===== src/rtl/wb_arb_pkg.sv =====
// Shared types for the writeback-port arbiter.
//   ADDR_W_DEF / DATA_W_DEF : default register address / data widths
//   wb_entry_t              : one buffered secondary result {rd, data}
//   gnt_src_t               : which requester owns the write port this cycle
package wb_arb_pkg;
  localparam int ADDR_W_DEF = 5;
  localparam int DATA_W_DEF = 32;

  typedef struct packed {
    logic [ADDR_W_DEF-1:0] rd;
    logic [DATA_W_DEF-1:0] data;
  } wb_entry_t;

  typedef enum logic [1:0] {GNT_NONE, GNT_PIPE, GNT_SEC} gnt_src_t;
endpackage


===== src/rtl/wb_pend_fifo.sv =====
// Circular buffer of pending secondary results.
//   clk, reset         : clock, async active-high reset
//   push/push_rd/_data : enqueue at wr_ptr (caller guarantees not full)
//   pop                : dequeue head (caller guarantees not empty)
//   count              : occupancy 0..DEPTH
//   head_rd/head_data  : oldest entry
//   ent_valid/ent_rd   : per-slot occupancy and destination, for the hazard mask
module wb_pend_fifo import wb_arb_pkg::*; #(
  parameter int DEPTH  = 4,
  parameter int DATA_W = DATA_W_DEF,
  parameter int ADDR_W = ADDR_W_DEF,
  localparam int PTR_W = $clog2(DEPTH),
  localparam int CNT_W = $clog2(DEPTH + 1)
) (
  input  logic                          clk,
  input  logic                          reset,
  input  logic                          push,
  input  logic [ADDR_W-1:0]             push_rd,
  input  logic [DATA_W-1:0]             push_data,
  input  logic                          pop,
  output logic [CNT_W-1:0]              count,
  output logic [ADDR_W-1:0]             head_rd,
  output logic [DATA_W-1:0]             head_data,
  output logic [DEPTH-1:0]              ent_valid,
  output logic [DEPTH-1:0][ADDR_W-1:0]  ent_rd
);
  logic [PTR_W-1:0]             rd_ptr, wr_ptr;
  logic [DEPTH-1:0]             vld;
  logic [DEPTH-1:0][ADDR_W-1:0] rd_q;
  logic [DEPTH-1:0][DATA_W-1:0] data_q;

  // DEPTH need not be a power of two, so wrap explicitly.
  function automatic logic [PTR_W-1:0] ptr_inc(input logic [PTR_W-1:0] p);
    return (p == PTR_W'(DEPTH - 1)) ? '0 : p + PTR_W'(1);
  endfunction

  always_ff @(posedge clk or posedge reset) begin
    if (reset) begin
      rd_ptr <= '0;
      wr_ptr <= '0;
      count  <= '0;
      vld    <= '0;
    end else begin
      if (push) wr_ptr <= ptr_inc(wr_ptr);
      if (pop)  rd_ptr <= ptr_inc(rd_ptr);
      case ({push, pop})
        2'b10:   count <= count + CNT_W'(1);
        2'b01:   count <= count - CNT_W'(1);
        default: ;
      endcase
      // push and pop can only hit the same slot when the buffer is empty or
      // full, and the caller never issues the illegal half in those states.
      for (int i = 0; i < DEPTH; i++)
        vld[i] <= (vld[i] & ~(pop && rd_ptr == PTR_W'(i))) | (push && wr_ptr == PTR_W'(i));
    end
  end

  // Payload needs no reset: validity is tracked by vld.
  always_ff @(posedge clk) begin
    if (push) begin
      rd_q[wr_ptr]   <= push_rd;
      data_q[wr_ptr] <= push_data;
    end
  end

  assign head_rd   = rd_q[rd_ptr];
  assign head_data = data_q[rd_ptr];
  assign ent_valid = vld;
  assign ent_rd    = rd_q;
endmodule


===== src/rtl/wb_port_arbiter.sv =====
// Arbitrates the single register-file write port between the MEM/WB
// pipeline (priority) and a buffered long-latency secondary unit.
//   clk, reset                   : clock, async active-high reset
//   pipe_reg_write/pipe_rd/_data : MEM/WB write request
//   sec_valid/sec_rd/sec_data    : secondary result; sec_ready = buffer not full
//   rf_we/rf_waddr/rf_wdata      : register-file write port
//   pipe_stall                   : forced stall so a starved buffer head retires
//   pend_mask                    : destinations of all buffered results
//   order_err                    : sticky, pipeline wrote a register still pending
module wb_port_arbiter import wb_arb_pkg::*; #(
  parameter int DEPTH    = 4,
  parameter int MAX_WAIT = 8,
  parameter int DATA_W   = DATA_W_DEF,
  parameter int ADDR_W   = ADDR_W_DEF
) (
  input  logic                 clk,
  input  logic                 reset,
  input  logic                 pipe_reg_write,
  input  logic [ADDR_W-1:0]    pipe_rd,
  input  logic [DATA_W-1:0]    pipe_data,
  input  logic                 sec_valid,
  input  logic [ADDR_W-1:0]    sec_rd,
  input  logic [DATA_W-1:0]    sec_data,
  output logic                 sec_ready,
  output logic                 rf_we,
  output logic [ADDR_W-1:0]    rf_waddr,
  output logic [DATA_W-1:0]    rf_wdata,
  output logic                 pipe_stall,
  output logic [2**ADDR_W-1:0] pend_mask,
  output logic                 order_err
);
  localparam int CNT_W = $clog2(DEPTH + 1);
  localparam int SW    = $clog2(MAX_WAIT + 1);

  logic [CNT_W-1:0]             count;
  logic [ADDR_W-1:0]            head_rd;
  logic [DATA_W-1:0]            head_data;
  logic [DEPTH-1:0]             ent_valid;
  logic [DEPTH-1:0][ADDR_W-1:0] ent_rd;
  logic [SW-1:0]                starve_cnt;
  logic                         force_w, pipe_wr, push, pop;
  gnt_src_t                     gnt;

  // Registered state only: no same-cycle bypass through a dequeue.
  assign sec_ready = !reset && (count < CNT_W'(DEPTH));
  // x0 results are consumed but never stored.
  assign push      = sec_valid && sec_ready && (sec_rd != '0);
  assign pop       = (gnt == GNT_SEC);
  assign pipe_wr   = pipe_reg_write && (pipe_rd != '0);
  assign force_w   = (count != '0) && (starve_cnt == SW'(MAX_WAIT));
  assign pipe_stall = force_w;

  wb_pend_fifo #(.DEPTH(DEPTH), .DATA_W(DATA_W), .ADDR_W(ADDR_W)) u_fifo (
    .clk       (clk),
    .reset     (reset),
    .push      (push),
    .push_rd   (sec_rd),
    .push_data (sec_data),
    .pop       (pop),
    .count     (count),
    .head_rd   (head_rd),
    .head_data (head_data),
    .ent_valid (ent_valid),
    .ent_rd    (ent_rd)
  );

  // Grant: forced head, then pipeline, then head in an idle slot.
  // Reset gating keeps the write port quiet while reset is held.
  always_comb begin
    gnt = GNT_NONE;
    if (reset)               gnt = GNT_NONE;
    else if (force_w)        gnt = GNT_SEC;
    else if (pipe_wr)        gnt = GNT_PIPE;
    else if (count != '0)    gnt = GNT_SEC;
  end

  always_comb begin
    rf_we    = 1'b0;
    rf_waddr = '0;
    rf_wdata = '0;
    case (gnt)
      GNT_PIPE: begin rf_we = 1'b1; rf_waddr = pipe_rd; rf_wdata = pipe_data; end
      GNT_SEC:  begin rf_we = 1'b1; rf_waddr = head_rd; rf_wdata = head_data; end
      default:  ;
    endcase
  end

  always_comb begin
    pend_mask = '0;
    for (int i = 0; i < DEPTH; i++)
      if (ent_valid[i]) pend_mask[ent_rd[i]] = 1'b1;
    pend_mask[0] = 1'b0;
  end

  always_ff @(posedge clk or posedge reset) begin
    if (reset) begin
      starve_cnt <= '0;
      order_err  <= 1'b0;
    end else begin
      if (count == '0 || pop)             starve_cnt <= '0;
      else if (starve_cnt != SW'(MAX_WAIT)) starve_cnt <= starve_cnt + SW'(1);
      // Pipeline writing a register with an older result still queued means
      // the ID-stage interlock missed a hazard.
      if (pipe_wr && pend_mask[pipe_rd] && !force_w) order_err <= 1'b1;
    end
  end
endmodule


===== config.mk =====
export PLATFORM = sky130hd
export DESIGN_NAME = wb_port_arbiter
export DESIGN_NICKNAME = d
export VERILOG_FILES = /design/src/rtl/wb_arb_pkg.sv /design/src/rtl/wb_pend_fifo.sv /design/src/rtl/wb_port_arbiter.sv
export SDC_FILE = /design/constraint.sdc
export NUM_CORES = 1
export LEC_CHECK = 0
export BUFFER_PORTS_ARGS = -buffer_cell sky130_fd_sc_hd__buf_2
export CORE_MARGIN = 5
export CORE_UTILIZATION = 25
export DETAILED_ROUTE_END_ITERATION = 7
export GPL_ROUTABILITY_DRIVEN = 1
export PLACE_DENSITY = 0.5
export SLEW_MARGIN = 15
export SYNTH_ARGS = -nofsm -noshare
export SYNTH_HDL_FRONTEND = slang
export SYNTH_SLANG_ARGS = --single-unit

===== constraint.sdc =====
create_clock -name clk -period 4.5 [get_ports clk]
set_input_delay 0.45 -clock clk [delete_from_list [all_inputs] [get_ports clk]]
set_output_delay 0.45 -clock clk [all_outputs]
set_load 0.01 [all_outputs]

# Word-level counts from Yosys, hierarchy flattened
# Cells that the tools add are included.
# W data, S select, Z words.
dict set report op_classes {
  n_addsub 5
  magnitude_cmp 13
  n_eq_ne 12
  mux 36
  bitwise_logic 15
  n_reduce_logical 32
}
# op count
set op_table {}
lappend op_table {{$mux W32} 6}
lappend op_table {{$bwmux W128} 1}
lappend op_table {{$or A32 B32 Y32} 3}
lappend op_table {{$bmux W32 S2} 1}
lappend op_table {{$demux W32 S2} 1}
lappend op_table {{$pmux W32 S2} 1}
lappend op_table {{$lt A5 B6 Y1 const B} 5}
lappend op_table {{$bwmux W20} 1}
lappend op_table {{$demux W1 S5} 4}
lappend op_table {{$ge A5 B1 Y1 const B} 4}
lappend op_table {{$logic_and A1 B1 Y1} 20}
lappend op_table {{$eq A2 B2 Y1 const B} 6}
lappend op_table {{$mux W2} 6}
lappend op_table {{$bmux W5 S2} 1}
lappend op_table {{$demux W5 S2} 1}
lappend op_table {{$mux W5} 2}
lappend op_table {{$pmux W5 S2} 1}
lappend op_table {{$reduce_bool A5 Y1} 2}
lappend op_table {{$eq A2 B1 Y1 const B} 4}
lappend op_table {{$mux W4} 2}
lappend op_table {{$lt A2 B3 Y1 const B} 2}
lappend op_table {{$mux W1} 6}
lappend op_table {{$pmux W3 S2} 1}
lappend op_table {{$bmux W1 S5} 1}
lappend op_table {{18 further kinds} 31}
dict set report word_totals {
  register_bits 164
  output_inout_bits 73
  wordCells 127
}

# Logic depth before layout (Yosys ltp)
dict set report logic_depth {
  word_depth 15
  mapped_depth 12
  ltp_nobuf 12
}

# Hierarchy
# A second synthesis with hierarchy kept.
dict set report hier_totals {
  cells_unflattened 601
  area_unflattened_um2 8296.7
}
# module n_inst cells_per_inst area_per_inst_um2 seq_area_each_um2
set modules_own_cells {}
lappend modules_own_cells {wb_pend_fifo 1 246 5939.4 4719.5}
lappend modules_own_cells {wb_port_arbiter 1 355 2357.3 125.1}

# Worst setup path before layout
# No wires, ideal clock.
dict set report synth_path {
  path_kind {input to output}
  from {in pipe_rd[4]}
  to {out rf_waddr[0]}
  arrival_ns 2.388
  required_ns 4.050
  setup_slack_ns 1.662
  cell_stages 8
  path_buffers 2
  path_cell_list {or3_1 o31a_1 a211oi_1 ha_1 clkbuf_1 buf_1 a22oi_1 nor2_1}
}
dict set report synth_between {
  elab_chain_cells 7
  elab_cells_between_ends 8
  classes_between {eq/ne (2); mux (4); reduce/logical (2)}
}
# item line
set synth_rtl {}
lappend synth_rtl {{start: declaration} wb_port_arbiter.sv:19} ;# input logic [ADDR_W-1:0] pipe_rd,
lappend synth_rtl {{$reduce_bool A5 Y1 *} wb_port_arbiter.sv:49} ;# assign pipe_wr = pipe_reg_write && (pipe_rd != '0);
lappend synth_rtl {{$logic_and A1 B1 Y1 *} wb_port_arbiter.sv:49}
lappend synth_rtl {{$mux W2 *} wb_port_arbiter.sv:73} ;# else if (pipe_wr) gnt = GNT_PIPE;
lappend synth_rtl {{$mux W2 *} wb_port_arbiter.sv:72} ;# else if (force_w) gnt = GNT_SEC;
lappend synth_rtl {{$mux W2 *} wb_port_arbiter.sv:71} ;# if (reset) gnt = GNT_NONE;
lappend synth_rtl {{$eq A2 B2 Y1 or $eq A2 B1 Y1 (tied branches)} wb_port_arbiter.sv:81} ;# case (gnt)
lappend synth_rtl {{$pmux W5 S2 *} wb_port_arbiter.sv:81}
lappend synth_rtl {{end: declaration} wb_port_arbiter.sv:26} ;# output logic [ADDR_W-1:0] rf_waddr,
# Every way passes the cells marked *; elsewhere a longest branch is shown, timed or not.

# Worst setup path after layout
dict set report layout_path {
  from {reg starve_cnt[0]}
  to {out rf_waddr[0]}
}
dict set report layout_between {
  elab_chain_cells 6
  elab_cells_between_ends 7
  classes_between {eq/ne (3); mux (3); reduce/logical (1)}
}
# item line
set layout_rtl {}
lappend layout_rtl {{start: declaration} wb_port_arbiter.sv:40} ;# logic [SW-1:0] starve_cnt;
lappend layout_rtl {{start signal: assignment} wb_port_arbiter.sv:101} ;# else if (starve_cnt != SW'(MAX_WAIT)) starve_cnt <= starve_cnt + SW'(1);
lappend layout_rtl {{$eq A4 B4 Y1 *} wb_port_arbiter.sv:50} ;# assign force_w = (count != '0) && (starve_cnt == SW'(MAX_WAIT));
lappend layout_rtl {{$logic_and A1 B1 Y1 *} wb_port_arbiter.sv:50}
lappend layout_rtl {{$mux W2 *} wb_port_arbiter.sv:72}
lappend layout_rtl {{$mux W2 *} wb_port_arbiter.sv:71}
lappend layout_rtl {{$eq A2 B2 Y1 or $eq A2 B1 Y1 (tied branches)} wb_port_arbiter.sv:81}
lappend layout_rtl {{$pmux W5 S2 *} wb_port_arbiter.sv:81}
# Marks and branches as above.

==> summary.txt <==
number of setup violations in the final report: 0
crit path time final: 3.607 ns
number of synthesized flops with an enable pin: 148
leading register cell type out of synthesis: sky130_fd_sc_hd__edfxtp_1
area of the mapped netlist: 8333 um2
via/cell ratio: 4.979
Startpoint Class: flip-flop
final core utilization: 0.3081
Synth Instances: 612
post-synthesis sequential element count: 164
PnR Total Power: 0.004694 W
Worst Clk Skew: 0.01441 ns
half-perimeter wire length after placement: 16.86 mm
Worst path slowest cell: sky130_fd_sc_hd__ha_2
maximum root-to-sink buffer count: 2
cell count of the worst reg-to-reg path: 12
number of standard cells in the layout, taps in and fillers out: 1199
global route overflow: 0
static power due to leakage: 3.705 nW
number of filler cells placed in the layout: 3391
number of buffers added to fix hold violations after cts: 0
starting density of the core: 0.2548
top cells by area in the synthesized netlist: sky130_fd_sc_hd__edfxtp_1 53%, sky130_fd_sc_hd__mux4_2 10%, sky130_fd_sc_hd__dfrtp_1 4.8%
highest ir drop seen on vdd: 0.0002554 V
via count of the first global-routing pass: 5848
RR Startpoint: starve_cnt[0]
Die Span Y: 192.6 um
synth warn: 0
Worst-Skew Late Latency: 0.43 ns
CTS tree: built
initial antenna violation count: 5
Die X: 192.6 um
gpl congestion: 0.9147
post-cts resize count: 0
path type of the worst min-delay path: in -> async
kind of critical path: reg -> out
final max-slew violation count: 0
data arrival time of the critical path: 3.16 ns
RSZ-0062 raised after global routing: no
most instantiated cells after synthesis: 148 x sky130_fd_sc_hd__edfxtp_1, 64 x sky130_fd_sc_hd__nor2_1, 38 x sky130_fd_sc_hd__a22oi_1, 38 x sky130_fd_sc_hd__mux4_2, 34 x sky130_fd_sc_hd__o22ai_1
clk slew on worst S/H paths: 0.07 ns
Highest Clock Rate: 277.3 MHz
I/O Buffers: 149
remaining antenna violation count: 0
count of standard-cell rows: 66
buffer type at the clock tree root: sky130_fd_sc_hd__clkbuf_16
Final nets: 836
reg-to-reg slack, setup: 1.65 ns
reported max-cap violation count: 0
CP peak stage delay: 0.74 ns
global-route wire length before repair: 35.86 mm
Setup crit end kind: primary output
DRC: 0
DIE AREA: 37080 um2
Core Area: 32700 um2
cell taking the most area after synthesis: sky130_fd_sc_hd__edfxtp_1
area fraction of the dominant cell type after synthesis: 0.5333
library cell with the highest instance count after synthesis: sky130_fd_sc_hd__edfxtp_1
cell count after placement: 1167
via total after detailed routing: 5970
slew at the pin with the worst max-slew slack: 1.063 ns
number of hold violations in the final report: 0
ratio of total power to cell area: 465.9 nW/um2
cell-by-cell trace of the critical path: inv_1, ha_1, nand3b_1, o21ai_0, nand2b_1, inv_1, ha_2, a22oi_1, nor2_1, buf_2
Slew HR: 0.2915
Req. time, crit path: 4.05 ns
Storage cell area: 4847 um2
combined area of the multi-input logic cells: 3203 um2
I/O pin cnt: 151
syn avg cell area: 13.62 um2
period utilization: 0.8015
proportion of layout cells with a drive suffix above 1: 0.3448
postcts setup bufs: 0
routed length per instance: 20.05 um
async set-or-reset flop fraction in the synthesized netlist: 0.09756
sequential element share of the synthesized area: 0.5814
largest fanout on the critical path: 37
Worst R2R End: u_fifo.count[2]
drt initial violations: 458
deepest level of the CTS H-tree: 4
post-synthesis to final-layout area growth: 20.92%
Tot GR Track Use: 0.1280
count of antenna diodes in the layout: 0
DR pass1 iterations: 6
count of unique library cells instantiated by Yosys: 65
Post-Syn Nets: 704
cell mode on critical path: sky130_fd_sc_hd__inv_1
number of buffers created by CTS: 17
pin count of the biggest net entering global routing: 41
sink count of the clock tree: 164
status: completed
sum of negative setup slack: 0 ns
sum of routed wire length over all layers: 24.04 mm
## cells by family after synthesis
kind of cell | Yosys count | synth area share
compound gates | 127 | 0.1185
other cells | 1 | 0.0004500
flops | 164 | 0.5814
fa+ha+maj | 14 | 0.02192
buf+inv | 68 | 0.03544
mux | 39 | 0.1039
xor+xnor | 6 | 0.006306
simple gates | 193 | 0.1321
## power breakdown
| group | total (W) | internal (W) | switching, W |
|---|---|---|---|
| registers | 0.00208 | 0.00184 | 0.000244 |
| clock network | 0.00137 | 0.000769 | 0.000605 |
| logic | 0.00124 | 0.000602 | 0.000637 |
## cell type report
class,count,area share
multi-input cells,380,0.3179
well taps,442,0.05489
clock inverters,14,0.01267
flip-flops and latches,164,0.4811
repair buffers,159,0.08270
inverters,22,0.008196
clock buffers,18,0.04259
## how the worst max path moves through the flow
stage,endpoint,start,cells after the start
after floorplan,rf_waddr[0],pipe_rd[4],8
after global placement,rf_waddr[0],pipe_rd[2],9
after detailed placement,rf_waddr[0],pipe_rd[2],9
after CTS,rf_waddr[0],starve_cnt[0],10
after global routing,rf_waddr[0],starve_cnt[0],10
final,rf_waddr[0],starve_cnt[0],10
## routing by layer
metal  global-route usage  up-vias  part of all wire
met3              0.03202       37             0.068
met5                    0        -            0.0028
met2               0.2150      235              0.48
li1                     -     2715                 -
met1               0.1678     2973              0.44
met4              0.02798       10             0.011
## state kept, by name, indices dropped and copies added (netlist names)
name,count
u_fifo.data_q,128
u_fifo.ent_rd,20
starve_cnt,4
u_fifo.ent_valid,4
u_fifo.count,3
u_fifo.rd_ptr,2
u_fifo.wr_ptr,2
order_err,1
## per-stage QoR
stage	setup slack, ns	cell area, um2	hold WS (ns)
6_report	0.8934	10080	0.09432
5_1_grt	0.6268	10080	0.1263
3_3_place_gp	1.097	9519	0.4889
2_1_floorplan	1.662	8333	0.3722
4_1_cts	0.8140	10080	0.08185
3_5_place_dp	1.072	9519	0.4895
## cell usage in the layout (no fill, tap or decap), types with 5 or more instances in the layout
cell type and count:
sky130_fd_sc_hd__nor2_1 64, sky130_fd_sc_hd__nand2_1 15, sky130_fd_sc_hd__nor4_1 6, sky130_fd_sc_hd__inv_6 5, sky130_fd_sc_hd__edfxtp_1 148, sky130_fd_sc_hd__nand3_1 10, sky130_fd_sc_hd__buf_4 9, sky130_fd_sc_hd__inv_1 21
sky130_fd_sc_hd__clkbuf_16 17, sky130_fd_sc_hd__buf_2 149, sky130_fd_sc_hd__or3_1 7, sky130_fd_sc_hd__nand2b_1 6, sky130_fd_sc_hd__a22oi_1 38, sky130_fd_sc_hd__nand4b_1 6, sky130_fd_sc_hd__o21ai_0 5, sky130_fd_sc_hd__nor3_1 16
sky130_fd_sc_hd__ha_1 11, sky130_fd_sc_hd__o22ai_1 34, sky130_fd_sc_hd__a211o_1 9, sky130_fd_sc_hd__a2111oi_0 5, sky130_fd_sc_hd__nand3b_1 14, sky130_fd_sc_hd__o22a_1 5, sky130_fd_sc_hd__or3b_2 8, sky130_fd_sc_hd__dfrtp_1 14
sky130_fd_sc_hd__or2_2 10, sky130_fd_sc_hd__mux4_2 38
## critical path: cells and delay by family, from the launching register on
kind	cells	cell delay (ns)
buf+inv	3	0.28
fa+ha+maj	2	0.93
flops	1	0.42
compound gates	2	0.49
simple gates	3	0.61
Note: power is estimated with default switching activity, not from simulation.
